### src/rtl/r_alu_ctrl_pkg.sv
// Shared decode constants and the packed control word for the R-format ALU control queue.
// Latency: n/a (types and constants only).
// Backpressure: n/a.
package r_alu_ctrl_pkg;

    // R-format opcodes, i[31:21]
    localparam logic [10:0] OP_ADD  = 11'b10001011000;
    localparam logic [10:0] OP_SUB  = 11'b11001011000;
    localparam logic [10:0] OP_ADDS = 11'b10101011000;
    localparam logic [10:0] OP_SUBS = 11'b11101011000;
    localparam logic [10:0] OP_AND  = 11'b10001010000;
    localparam logic [10:0] OP_ORR  = 11'b10101010000;
    localparam logic [10:0] OP_EOR  = 11'b11001010000;
    localparam logic [10:0] OP_ANDS = 11'b11101010000;
    localparam logic [10:0] OP_LSR  = 11'b11010011010;
    localparam logic [10:0] OP_LSL  = 11'b11010011011;

    // ALU function select codes
    localparam logic [4:0] FS_AND = 5'b00000;
    localparam logic [4:0] FS_ORR = 5'b00100;
    localparam logic [4:0] FS_ADD = 5'b01000;
    localparam logic [4:0] FS_SUB = 5'b01001;
    localparam logic [4:0] FS_EOR = 5'b01100;
    localparam logic [4:0] FS_LSL = 5'b10000;
    localparam logic [4:0] FS_LSR = 5'b10100;

    // PC select and bus enable encodings
    localparam logic [1:0] PS_PC4 = 2'b01;
    localparam logic [1:0] EN_ALU = 2'b01;

    // Compact control word as stored in the queue. Register fields and shamt keep
    // their instruction widths; the top resizes them to REG_AW / DATA_W on the way out.
    typedef struct packed {
        logic [4:0] da;
        logic [4:0] sa;
        logic [4:0] sb;
        logic [4:0] fs;
        logic [5:0] shamt;
        logic [1:0] ps;
        logic [1:0] en;
        logic       reg_write;
        logic       mem_write;
        logic       pc_sel;
        logic       b_sel;
        logic       status_load;
        logic       state;
        logic       illegal;
    } ctrl_word_t;

    // Idle word: advance the PC, ALU onto the bus, no architectural side effects.
    localparam ctrl_word_t CW_NOP = '{
        da: 5'd0, sa: 5'd0, sb: 5'd0, fs: 5'd0, shamt: 6'd0,
        ps: PS_PC4, en: EN_ALU,
        reg_write: 1'b0, mem_write: 1'b0, pc_sel: 1'b0, b_sel: 1'b0,
        status_load: 1'b0, state: 1'b0, illegal: 1'b0
    };

endpackage

### src/rtl/r_alu_ctrl_queue_decode.sv
// Decodes one R-format instruction word into a control word; unknown opcodes give NOP + illegal.
// Latency: purely combinational.
// Backpressure: none; the queue decides whether the decoded word is stored.
module r_alu_decode
    import r_alu_ctrl_pkg::*;
(
    input  logic [31:0] i,
    output ctrl_word_t  cw
);

    logic [10:0] opcode;
    assign opcode = i[31:21];

    // Opcode lookup, then register and shamt fields for every legal instruction
    always_comb begin
        cw = CW_NOP;
        cw.reg_write = 1'b1;
        cw.da        = i[4:0];
        cw.sa        = i[9:5];
        cw.sb        = i[20:16];
        unique case (opcode)
            OP_ADD:  cw.fs = FS_ADD;
            OP_SUB:  cw.fs = FS_SUB;
            OP_ADDS: begin cw.fs = FS_ADD; cw.status_load = 1'b1; end
            OP_SUBS: begin cw.fs = FS_SUB; cw.status_load = 1'b1; end
            OP_AND:  cw.fs = FS_AND;
            OP_ORR:  cw.fs = FS_ORR;
            OP_EOR:  cw.fs = FS_EOR;
            OP_ANDS: begin cw.fs = FS_AND; cw.status_load = 1'b1; end
            OP_LSR:  begin cw.fs = FS_LSR; cw.b_sel = 1'b1; cw.shamt = i[15:10]; end
            OP_LSL:  begin cw.fs = FS_LSL; cw.b_sel = 1'b1; cw.shamt = i[15:10]; end
            default: begin
                cw         = CW_NOP;
                cw.illegal = 1'b1;
            end
        endcase
    end

endmodule

### src/rtl/r_alu_ctrl_queue.sv
// Decodes R-format ALU instructions and queues control words (OUT_DEPTH entries) for the datapath.
// Latency: accepted word is at the head one edge later when the queue was empty.
// Backpressure: i_ready = not full, registered state only; full + pop does not refill that cycle.
// Optional statistics ports/counters are built when R_ALU_CTRL_STATS_EN is defined.
module r_alu_ctrl_queue
    import r_alu_ctrl_pkg::*;
#(
    parameter int DATA_W    = 64,
    parameter int REG_AW    = 5,
    parameter int OUT_DEPTH = 2,
    parameter int CNT_W     = 16
) (
    input  logic              clock,
    input  logic              reset,
    input  logic              i_valid,
    output logic              i_ready,
    input  logic [31:0]       i,
    input  logic              flush,
    output logic              o_valid,
    input  logic              o_ready,
    output logic [REG_AW-1:0] DA,
    output logic [REG_AW-1:0] SA,
    output logic [REG_AW-1:0] SB,
    output logic [4:0]        FS,
    output logic [DATA_W-1:0] k,
    output logic [1:0]        PS,
    output logic [1:0]        enable,
    output logic              regWrite,
    output logic              memWrite,
    output logic              PC_sel,
    output logic              B_sel,
    output logic              status_load,
    output logic              state,
    output logic              illegal
`ifdef R_ALU_CTRL_STATS_EN
    ,
    output logic [CNT_W-1:0]  issued_cnt,
    output logic [CNT_W-1:0]  illegal_cnt
`endif
);

    localparam int PTR_W = (OUT_DEPTH > 1) ? $clog2(OUT_DEPTH) : 1;
    localparam int CNT_QW = $clog2(OUT_DEPTH + 1);
    localparam logic [PTR_W-1:0]  PTR_LAST = PTR_W'(OUT_DEPTH - 1);
    localparam logic [CNT_QW-1:0] CNT_FULL = CNT_QW'(OUT_DEPTH);

    ctrl_word_t dec_cw;
    ctrl_word_t head_cw;

    ctrl_word_t        mem_q [OUT_DEPTH];
    ctrl_word_t        mem_d [OUT_DEPTH];
    logic [PTR_W-1:0]  head_q, head_d;
    logic [PTR_W-1:0]  tail_q, tail_d;
    logic [CNT_QW-1:0] count_q, count_d;

    logic push;
    logic pop;

    r_alu_decode u_decode (
        .i  (i),
        .cw (dec_cw)
    );

    // Handshakes; flush swallows whatever completes in its cycle
    assign i_ready = (count_q < CNT_FULL);
    assign o_valid = (count_q != '0);
    assign push    = i_valid && i_ready && !flush;
    assign pop     = o_valid && o_ready && !flush;

    // Next-state for storage, pointers (modulo OUT_DEPTH) and occupancy
    always_comb begin
        mem_d   = mem_q;
        head_d  = head_q;
        tail_d  = tail_q;
        count_d = count_q;
        if (flush) begin
            head_d  = '0;
            tail_d  = '0;
            count_d = '0;
        end else begin
            if (push) begin
                mem_d[tail_q] = dec_cw;
                tail_d = (tail_q == PTR_LAST) ? '0 : tail_q + 1'b1;
            end
            if (pop) begin
                head_d = (head_q == PTR_LAST) ? '0 : head_q + 1'b1;
            end
            case ({push, pop})
                2'b10:   count_d = count_q + 1'b1;
                2'b01:   count_d = count_q - 1'b1;
                default: count_d = count_q;
            endcase
        end
    end

    // Queue state registers
    always_ff @(posedge clock or negedge reset) begin
        if (!reset) begin
            for (int n = 0; n < OUT_DEPTH; n++) begin
                mem_q[n] <= CW_NOP;
            end
            head_q  <= '0;
            tail_q  <= '0;
            count_q <= '0;
        end else begin
            mem_q   <= mem_d;
            head_q  <= head_d;
            tail_q  <= tail_d;
            count_q <= count_d;
        end
    end

    // Head entry drives the outputs; an empty queue shows the idle word
    always_comb begin
        head_cw = CW_NOP;
        if (o_valid) begin
            head_cw = mem_q[head_q];
        end
    end

    assign DA          = REG_AW'(head_cw.da);
    assign SA          = REG_AW'(head_cw.sa);
    assign SB          = REG_AW'(head_cw.sb);
    assign FS          = head_cw.fs;
    assign k           = DATA_W'(head_cw.shamt);
    assign PS          = head_cw.ps;
    assign enable      = head_cw.en;
    assign regWrite    = head_cw.reg_write;
    assign memWrite    = head_cw.mem_write;
    assign PC_sel      = head_cw.pc_sel;
    assign B_sel       = head_cw.b_sel;
    assign status_load = head_cw.status_load;
    assign state       = head_cw.state;
    assign illegal     = head_cw.illegal;

`ifdef R_ALU_CTRL_STATS_EN
    logic [CNT_W-1:0] issued_cnt_q, issued_cnt_d;
    logic [CNT_W-1:0] illegal_cnt_q, illegal_cnt_d;

    // Saturating pop counters, split by the popped entry's illegal flag
    always_comb begin
        issued_cnt_d  = issued_cnt_q;
        illegal_cnt_d = illegal_cnt_q;
        if (pop) begin
            if (head_cw.illegal) begin
                if (illegal_cnt_q != '1) illegal_cnt_d = illegal_cnt_q + 1'b1;
            end else begin
                if (issued_cnt_q != '1) issued_cnt_d = issued_cnt_q + 1'b1;
            end
        end
    end

    // Statistics registers; only reset clears them
    always_ff @(posedge clock or negedge reset) begin
        if (!reset) begin
            issued_cnt_q  <= '0;
            illegal_cnt_q <= '0;
        end else begin
            issued_cnt_q  <= issued_cnt_d;
            illegal_cnt_q <= illegal_cnt_d;
        end
    end

    assign issued_cnt  = issued_cnt_q;
    assign illegal_cnt = illegal_cnt_q;
`endif

endmodule
### config.mk
export PLATFORM = sky130hd
export DESIGN_NAME = r_alu_ctrl_queue
export DESIGN_NICKNAME = d
export VERILOG_FILES = /design/src/rtl/r_alu_ctrl_pkg.sv /design/src/rtl/r_alu_ctrl_queue_decode.sv /design/src/rtl/r_alu_ctrl_queue.sv
export SDC_FILE = /design/constraint.sdc
export NUM_CORES = 1
export LEC_CHECK = 0
export BUFFER_PORTS_ARGS = -buffer_cell sky130_fd_sc_hd__buf_4
export CAP_MARGIN = 25
export CORE_UTILIZATION = 25
export CTS_BUF_LIST = sky130_fd_sc_hd__clkbuf_8
export DETAILED_ROUTE_END_ITERATION = 12
export PLACE_DENSITY = 0.52
export SETUP_SLACK_MARGIN = 0.2
export SYNTH_ARGS = -nofsm -noshare
export SYNTH_HDL_FRONTEND = slang
export SYNTH_SLANG_ARGS = --single-unit
### constraint.sdc
create_clock -name clock -period 2.86 [get_ports clock]
set_clock_uncertainty 0.05 [all_clocks]
set_input_delay 0.572 -clock clock [delete_from_list [all_inputs] [get_ports clock]]
set_output_delay 0.572 -clock clock [all_outputs]
set_load 0.03 [all_outputs]
* After elaboration in Yosys (flattened, before gate mapping) *
Index checks and enable logic that the tools add are counted.

cells by class
  add/sub/neg operators = 4
  $lt $le $gt $ge = 4
  equality and inequality tests = 12
  multiplexer cells = 22
  bitwise gates (word level) = 3
  reductions and logical operators = 16

operator list
  kind                                                         count
  2-to-1 mux 37 bit                                            5
  == test 11 bit (second input constant)                       10
  bitwise mux 74 bit                                           1
  demux 37 bit (select 1 bit)                                  1
  one-hot mux 5 bit (6 select lines)                           1
  2-to-1 mux 15 bit                                            1
  OR reduction 10 bit                                          1
  2-to-1 mux 1 bit                                             9
  2-to-1 mux 6 bit                                             1
  nonzero test 2 bit                                           3
  OR reduction 2 bit                                           3
  logical AND 1 bit                                            5
  >= comparator 2 bit (second input constant)                  2
  NOT 1 -> 2 bit                                               2
  one-hot mux 2 bit (2 select lines)                           1
  2-to-1 mux 3 bit                                             1
  nonzero test 3 bit                                           1
  OR reduction 3 bit                                           1
  adder 1 bit (second input constant)                          2
  adder 2 x 1 -> 2 bit (second input constant)                 1
  == test 2 x 1 -> 1 bit (second input constant)               1
  == test 2 bit (second input constant)                        1
  less-than comparator 2 x 1 -> 1 bit (second input constant)  1
  less-than comparator 2 bit (second input constant)           1
  5 further kinds                                              5

word-level totals
  flip-flop bits (word level) = 78
  output and inout bits = 97

* Logic depth before layout (Yosys ltp) *
Gate-level depths: netlist of the first run.

  depth after elaboration = 6
  gate-level depth with buffers = 6
  mapped depth without buffers = 4

* By module *
From an unflattened synthesis of the first run, not the netlist that was laid out.

unflattened totals
  cells, all modules = 375
  area, all modules = 4344.2 um^2

modules (own cells, without submodules)
  module            times used  cells an instance  area an instance (um^2)  sequential area each (um^2)
  r_alu_ctrl_queue  1           320                3975.1                   1956.9
  r_alu_decode      1           55                 369.1                    0.0

* Worst setup path after synthesis of the first run *
OpenSTA, ideal clock, no wires.

  path kind = register to output
  from = reg head_q
  to = out B_sel
  arrival = 1.176 ns
  path slack = 1.062 ns
  stages on the path, launching flop included = 5
  path through = dfrtp_1 -> clkbuf_1 -> buf_2 -> mux2i_1 -> nor2_1

between the ends
  longest elaborated chain between the ends = 5

ends and longest elaborated chain
  item                                                  RTL line                 RTL
  start, declared                                       r_alu_ctrl_queue.sv:52   logic [PTR_W-1:0] head_q, head_d;
  start signal, assigned                                r_alu_ctrl_queue.sv:102  head_q <= '0;
  start signal, assigned                                r_alu_ctrl_queue.sv:107  head_q <= head_d;
  NOT 1 -> 2 bit (not written as such)                  r_alu_ctrl_queue.sv:117  head_cw = mem_q[head_q];
  2-to-1 mux 37 bit (not written as such) (3 in a row)  r_alu_ctrl_queue.sv:117
  2-to-1 mux 37 bit                                     r_alu_ctrl_queue.sv:116  if (o_valid) begin
  end, declared                                         r_alu_ctrl_queue.sv:31   output logic B_sel,

No other way between the ends. The select of a mux whose other input is x is not followed.

* Worst setup path in the final report of the first run *
  from = reg head_q
  to = out DA[4]

between the ends
  longest elaborated chain between the ends = 5

ends and longest elaborated chain
  item                                                  RTL line                 RTL
  NOT 1 -> 2 bit (not written as such)                  r_alu_ctrl_queue.sv:117
  2-to-1 mux 37 bit (not written as such) (3 in a row)  r_alu_ctrl_queue.sv:117
  2-to-1 mux 37 bit                                     r_alu_ctrl_queue.sv:116
  end, declared                                         r_alu_ctrl_queue.sv:21   output logic [REG_AW-1:0] DA,

No other way between the ends. The select of a mux whose other input is x is not followed.

==> results of run 1 <==
==> power by group through the flow <==
stage | registers [uW] | clock network [uW] | logic, uW
final | 918 | 746 | 317
after global routing | 920 | 814 | 342
after CTS | 918 | 774 | 320
after detailed placement | 935 | 0 | 319
after global placement | 934 | 0 | 317
after floorplan | 919 | 0 | 297
==> kinds of logic (layout without fill, tap and decap cells) <==
logic type | Yosys count | in the layout | share of synthesized area (%)
xor+xnor | 2 | 2 | 0.516
simple gates | 73 | 73 | 11.9
other cells | 2 | 66 | 0.221
mux | 30 | 30 | 8.84
flops | 62 | 62 | 45.7
compound gates | 63 | 63 | 15.4
buf+inv | 85 | 90 | 17.5
==> state kept, by name (all words and copies together) (netlist names) <==
signal,flops
tail_q,1
head_q,1
mem_q,58
count_q,2
==> cell usage in the layout (no fill, tap or decap), types with 3 or more instances in the layout <==
cell type / count
nand2_1: 8
mux2i_1: 30
clkbuf_8: 10
nor2_1: 42
inv_1: 3
o31ai_1: 6
o21ai_0: 3
a21o_1: 6
clkinv_2: 4
conb_1: 66
buf_4: 72
nor2b_1: 3
nor2_2: 3
a22o_1: 42
dfrtp_1: 61
==> path summary, 6_finish.rpt <==
check,from,end,slack [ns],depth (start not counted)
min reg2reg,mem_q[40]$_DFFE_PN0P_,mem_q[40]$_DFFE_PN0P_,0.43,1
min,reset,count_q[0]$_DFFE_PN0P_,0.26,1
min in group clock,flush,head_q$_DFFE_PN0P_,0.41,2
max reg2reg,count_q[1]$_DFFE_PN0P_,mem_q[65]$_DFFE_PN0P_,1.06,4
max,head_q$_DFFE_PN0P_,DA[4],0.40,4
max in group asynchronous,reset,head_q$_DFFE_PN0P_,1.94,1
==> worst reg2reg max path: stages (launching register included) <==
cell and delay (ns):
dfrtp_1 0.51, nor4b_4 0.40, nand2_2 0.13, nor2_4 0.42, a22o_1 0.22
==> routing by layer <==
| metal | wire (um) | GRT usage, % | up-vias |
|---|---|---|---|
| li1 | - | - | 1101 |
| met1 | 3480 | 14.5 | 1158 |
| met2 | 3830 | 18.7 | 92 |
| met3 | 320 | 2.27 | 5 |
| met4 | 55 | 4.03 | 0 |
| met5 | 0 | 0 | - |
==> final cells by class <==
cell class | instances | area (sq um) | share of cell area, %
flip-flops and latches | 62 | 1550 | 38.7
clock inverters | 5 | 50.0 | 1.25
multi-input cells | 234 | 1500 | 37.3
well taps | 176 | 220 | 5.49
clock buffers | 10 | 138 | 3.43
repair buffers | 72 | 541 | 13.5
inverters | 3 | 11.3 | 0.281
==> stage by stage <==
step           utilization [%]  area, sq um
2_1_floorplan                -         3640
3_5_place_dp              28.8         3820
5_1_grt                   30.3         4010
6_report                  30.3         4010
3_3_place_gp              28.8         3820
4_1_cts                   30.3         4010
==> summary.txt, run 1 <==
status: complete, no violations
CTS sink cnt: 62
Combinational Power Share: 16.0%
antenna-violating nets left: 0
Worst Hold Class: primary input to asynchronous set/reset pin
largest net degree at the start of global routing: 63
Setup crit end kind: primary output
# fillers: 1,398
global-route wire length before repair: 12,300 um
H-tree lvl count: 3
post-synthesis sequential area ratio: 45.7%
Clock power frac: 37.7%
maximum vdd drop: 0.000168 V
Final TNS setup: 0 ns
Worst Path Arrival: 1.83 ns
Pleak: 0.00195 uW
Synth Cell Area: 0.00340 sq mm
Hold Buf Count CTS: 0
P&R area growth vs syn: 17.9%
via count: 2,356
Worst slew margin: 46.8%
Synth area leaders: dfrtp_1 (46%), buf_4 (15%), a22o_1 (11%), mux2i_1 (8.8%), nor2_1 (4.7%)
crit-path max FO: 17
Clock transition at path regs: 0.07 ns
Final Hold Vio Count: 0
CP delay by family, top: flip-flops
CP cell instances: buf_4 > mux2i_1 > nor2_1 > buf_4
Total Die Area: 0.0141 sq mm
Int Pwr: 1390 uW
drt drc: 0
Routed wire per std cell: 13.7 um
Final Non-Filler Cells: 562
initial antenna violation count: 0
# port buffers: 67
postcts setup bufs: 0
# setup viols final: 0
clock latency on the worst-skew pair: 0.33 ns
Die W: 119 um
Reg power frac: 46.3%
slowest stage delay, CP: 0.70 ns
Period minus WS final: 2.46 ns
WS Path Type: register to primary output
Worst-Margin Slew: 0.798 ns
RSZ-0062 raised after global routing: false
Clock Root Buffer: clkbuf_8
most frequent CP cell: buf_4
Die H: 119 um
GRT Residual Overflow: 0
Syn. warnings: 0
placed insts: 547
Startpoint Class: register
Starting Density: 25.7%
fraction of layout cells with a size suffix above 1: 26.4%
Net Switching: 586 uW
top cell type by total area after synthesis: dfrtp_1
All-Layer GR Usage: 11.3%
number of buffers created by CTS: 9
Pwr Total: 1980 uW
number of max-cap violations: 0
FMAX: 0.407 GHz
Yosys cell types: 37
WP buf/inv: 2
most frequent cell after synthesis: buf_4
setup ws final: 0.405 ns
core footprint: 0.0132 sq mm
IO Pins: 134
row cnt: 42
first drt pass iteration count: 4
1st-iter DRT viols: 135
CTS tree: yes
Cells after Synth: 317
WL final: 7690 um
Slowest-stage cell, CP: dfrtp_2
Routability Congestion: 0.746
CTS-repair resized insts: 0
FF+latch count, synth: 62
Post-synth EDFFs: 0
synth cell count leaders: buf_4 (67), dfrtp_1 (62), nor2_1 (43), a22o_1 (42), mux2i_1 (30)
top cell type's share of synthesized area: 45.7%
switching share of power: 29.6%
power per cell area: 494 mW/mm^2
number of diodes: 0
Final period util: 85.8%
HPWL Detailed: 5180 um
post-DR vias/cell: 4.19
hold slack final: 0.264 ns
FFs w/ async S/R, synth: 100%
Mapped Avg Cell Area: 10.7 sq um
Worst Path Required: 2.24 ns
ys flop type: dfrtp_1
clock buffer depth: 2
Placement Setup Slack: 0.740 ns
vias in the first global route: 2,329
Final nets: 419
max-slew violation count: 0
Note: power is estimated with default switching activity, not from simulation.
==> inputs of run 2 (changes only) <==
Settings changed: PLACE_DENSITY 0.52 to 0.5, SYNTH_HIERARCHICAL from default to 1.
==> run 2 against run 1 <==
Sequential power is 35% higher. Power increased by 27%. Wire length up 17%. Synthesized cell count increased by 18%. Die area grew 27%.
==> summary.txt, run 2 <==
max-slew violation count: 0 (unchanged)
WL final: 9030 um (was 7690 um)
Int Pwr: 1780 uW (was 1390 uW)
WS Path Type: register to primary output (unchanged)
Final TNS setup: 0 ns (unchanged)
commonest non-fill, non-tap cells in the layout: buf_4 (78), dfrtp_1 (73), mux2_2 (71), conb_1 (66), nor2_1 (40) (was buf_4 (72), conb_1 (66), dfrtp_1 (61), nor2_1 (42), a22o_1 (42))
max reg flops: 74 (was 58)
number of diodes: 0 (unchanged)
P&R area growth vs syn: 17.6% (was 17.9%)
top flop regs: mem_q x74, count_q x2 (was mem_q x58, count_q x2)
Reg2Reg Depth: 4 (unchanged)
top cell type's share of synthesized area: 42.6% (was 45.7%)
Post-synth EDFFs: 0 (unchanged)
Starting Density: 25.9% (was 25.7%)
drt drc: 0 (unchanged)
fraction of layout cells with a size suffix above 1: 39.2% (was 26.4%)
Synth Cell Area: 0.00434 sq mm (was 0.00340 sq mm)
Final period util: 86.3% (was 85.8%)
Cells after Synth: 375 (was 317)
Routability Congestion: 0.746 (about the same)
# fillers: 1,764 (was 1,398)
Setup crit end kind: primary output (unchanged)
number of buffers created by CTS: 9 (unchanged)
RSZ-0062 raised after global routing: false (unchanged)
power per cell area: 494 mW/mm^2 (about the same)
Clock power frac: 31.2% (was 37.7%)
H-tree lvl count: 3 (unchanged)
Pwr Total: 2520 uW (was 1980 uW)
Clock transition at path regs: 0.07 ns (about the same)
Worst-Margin Slew: 0.688 ns (was 0.798 ns)
ys flop type: dfrtp_1 (unchanged)
CTS-repair resized insts: 0 (unchanged)
All-Layer GR Usage: 10.9% (was 11.3%)
Clock Root Buffer: clkbuf_8 (unchanged)
FF+latch count, synth: 78 (was 62)
post-DR vias/cell: 4.10 (was 4.19)
FMAX: 0.405 GHz (was 0.407 GHz)
IO Pins: 134 (unchanged)
Hold Buf Count CTS: 0 (unchanged)
maximum vdd drop: 0.000171 V (was 0.000168 V)
antenna-violating nets left: 0 (unchanged)
Worst Setup SP: head_q$_DFFE_PN0P_ (unchanged)
Worst Path Arrival: 1.84 ns (was 1.83 ns)
most frequent CP cell: buf_4 (unchanged)
vias in the first global route: 2,819 (was 2,329)
Mapped Avg Cell Area: 11.6 sq um (was 10.7 sq um)
Combinational Power Share: 19.8% (was 16.0%)
synth cell count leaders: dfrtp_1 (74), mux2_2 (71), buf_4 (67), nor2_1 (41), mux2i_1 (38) (was buf_4 (67), dfrtp_1 (62), nor2_1 (43), a22o_1 (42), mux2i_1 (30))
CTS tree: yes (unchanged)
Startpoint Class: register (unchanged)
switching share of power: 29.4% (was 29.6%)
Largest Register: mem_q (unchanged)
CTS sink cnt: 78 (was 62)
CP cell instances: buf_4 > mux2i_1 > nand2_1 > buf_4 (was buf_4 > mux2i_1 > nor2_1 > buf_4)
global-route wire length before repair: 14,800 um (was 12,300 um)
postcts setup bufs: 0 (unchanged)
Synth area leaders: dfrtp_1 (43%), mux2_2 (18%), buf_4 (12%), mux2i_1 (8.8%), nor2_1 (3.5%) (was dfrtp_1 (46%), buf_4 (15%), a22o_1 (11%), mux2i_1 (8.8%), nor2_1 (4.7%))
row cnt: 47 (was 42)
Slowest-stage cell, CP: dfrtp_2 (unchanged)
via count: 2,754 (was 2,356)
Finished Cell Area: 0.00511 sq mm (was 0.00401 sq mm)
Final Hold Vio Count: 0 (unchanged)
# setup viols final: 0 (unchanged)
initial antenna violation count: 0 (unchanged)
GRT Residual Overflow: 0 (unchanged)
commonest non-fill, non-tap cell in the layout: buf_4 (unchanged)
slowest stage delay, CP: 0.67 ns (was 0.70 ns)
top cell type by total area after synthesis: dfrtp_1 (unchanged)
Die W: 134 um (was 119 um)
critical register-to-register path startpoint: count_q[1]$_DFFE_PN0P_ (unchanged)
largest net degree at the start of global routing: 79 (was 63)
clock latency on the worst-skew pair: 0.36 ns (was 0.33 ns)
# port buffers: 75 (was 67)
FFs w/ async S/R, synth: 100% (unchanged)
Die H: 134 um (was 119 um)
Period minus WS final: 2.47 ns (was 2.46 ns)
Worst Path Required: 2.24 ns (about the same)
clock buffer depth: 2 (unchanged)
Worst Hold Class: primary input to asynchronous set/reset pin (unchanged)
HPWL Detailed: 5910 um (was 5180 um)
post-synthesis sequential area ratio: 45.0% (was 45.7%)
Worst slew margin: 54.2% (was 46.8%)
R2R Setup Slk: 0.87 ns (was 1.06 ns)
RR Endpoint: mem_q[57]$_DFFE_PN0P_ (was mem_q[65]$_DFFE_PN0P_)
crit-path max FO: 13 (was 17)
Routed wire per std cell: 13.4 um (was 13.7 um)
1st-iter DRT viols: 99 (was 135)
number of max-cap violations: 0 (unchanged)
most frequent cell after synthesis: dfrtp_1 (was buf_4)
Post-DP Area: 0.00489 sq mm (was 0.00382 sq mm)
Reg power frac: 49.0% (was 46.3%)
core footprint: 0.0168 sq mm (was 0.0132 sq mm)
Syn. warnings: 6 (was 0)
Final nets: 485 (was 419)
status: complete, no violations (unchanged)
Net Switching: 741 uW (was 586 uW)
Pleak: 0.00249 uW (was 0.00195 uW)
Yosys cell types: 32 (was 37)
first drt pass iteration count: 4 (unchanged)
Total Die Area: 0.0179 sq mm (was 0.0141 sq mm)
run 2: changes by cell type after synthesis, sizes merged, moves of 6 or more:
cell	before	now
mux2i	30	38
o31ai	6	0
and2	0	7
a22o	42	0
mux2	0	74
and3	0	15
nor2	47	41
dfrtp	62	74
run 2: final cells by class:
cell class / instances / area, sq um / share of cell area, %
Tap cell: 220 / 275 / 5.39
Clock buffer: 13 / 179 / 3.50
Sequential cell: 78 / 1960 / 38.3
Inverter: 3 / 11.3 / 0.220
Multi-Input combinational cell: 274 / 2000 / 39.2
Clock inverter: 2 / 7.51 / 0.147
Timing Repair Buffer: 82 / 673 / 13.2
run 2: power groups by stage:
stage               sequential, uW  clock, uW  combinational, uW
floorplan                     1240          0                428
global placement              1260          0                500
detailed placement            1260          0                504
CTS                           1240        830                505
global route                  1250        877                546
finish                        1240        788                499
run 2: routing by layer:
metal,track usage [%],share of wire (%),up-vias
met5,0,0,-
met3,3.02,5.1,12
met1,13.8,45,1355
li1,-,-,1281
met2,17.3,47,106
met4,5.11,2.0,0
run 2: worst max-delay path by stage:
stage,endpoint,slack [ns],depth (start not counted)
after floorplan,B_sel,0.88,4
after global placement,enable[0],0.74,4
after detailed placement,mem_q[37]$_DFFE_PN0P_,0.72,5
after CTS,enable[0],0.30,4
after global routing,PS[0],0.25,4
final,enable[0],0.39,4
run 2: worst max-delay path: cells and delay by family (launching register included):
kind | cells | cell delay, ns
buffers and inverters | 2 | 0.48
DFF | 1 | 0.67
and+or+nand+nor | 1 | 0.07
muxes | 1 | 0.25
run 2: kinds of logic (layout without fill, tap and decap cells):
logic type	count (synthesis)	count (layout)	share of synthesized area, %
AO/OA/AOI/OAI	9	9	1.41
AND/OR/NAND/NOR	84	84	10.2
other	3	66	0.259
buffers and inverters	86	100	14.5
flip-flops	78	78	45.0
XOR/XNOR	3	3	0.605
multiplexers	112	112	27.9
run 2: stage by stage:
stage | instances | setup WS, ns | util (%) | hold WS [ns]
global placement | 656 | 0.739 | 29.2 | 0.417
CTS | 671 | 0.302 | 30.3 | 0.347
detailed placement | 656 | 0.724 | 29.2 | 0.428
floorplan | 438 | 0.882 | - | 0.226
global route | 672 | 0.250 | 30.5 | 0.0820
finish | 672 | 0.393 | 30.5 | 0.0784
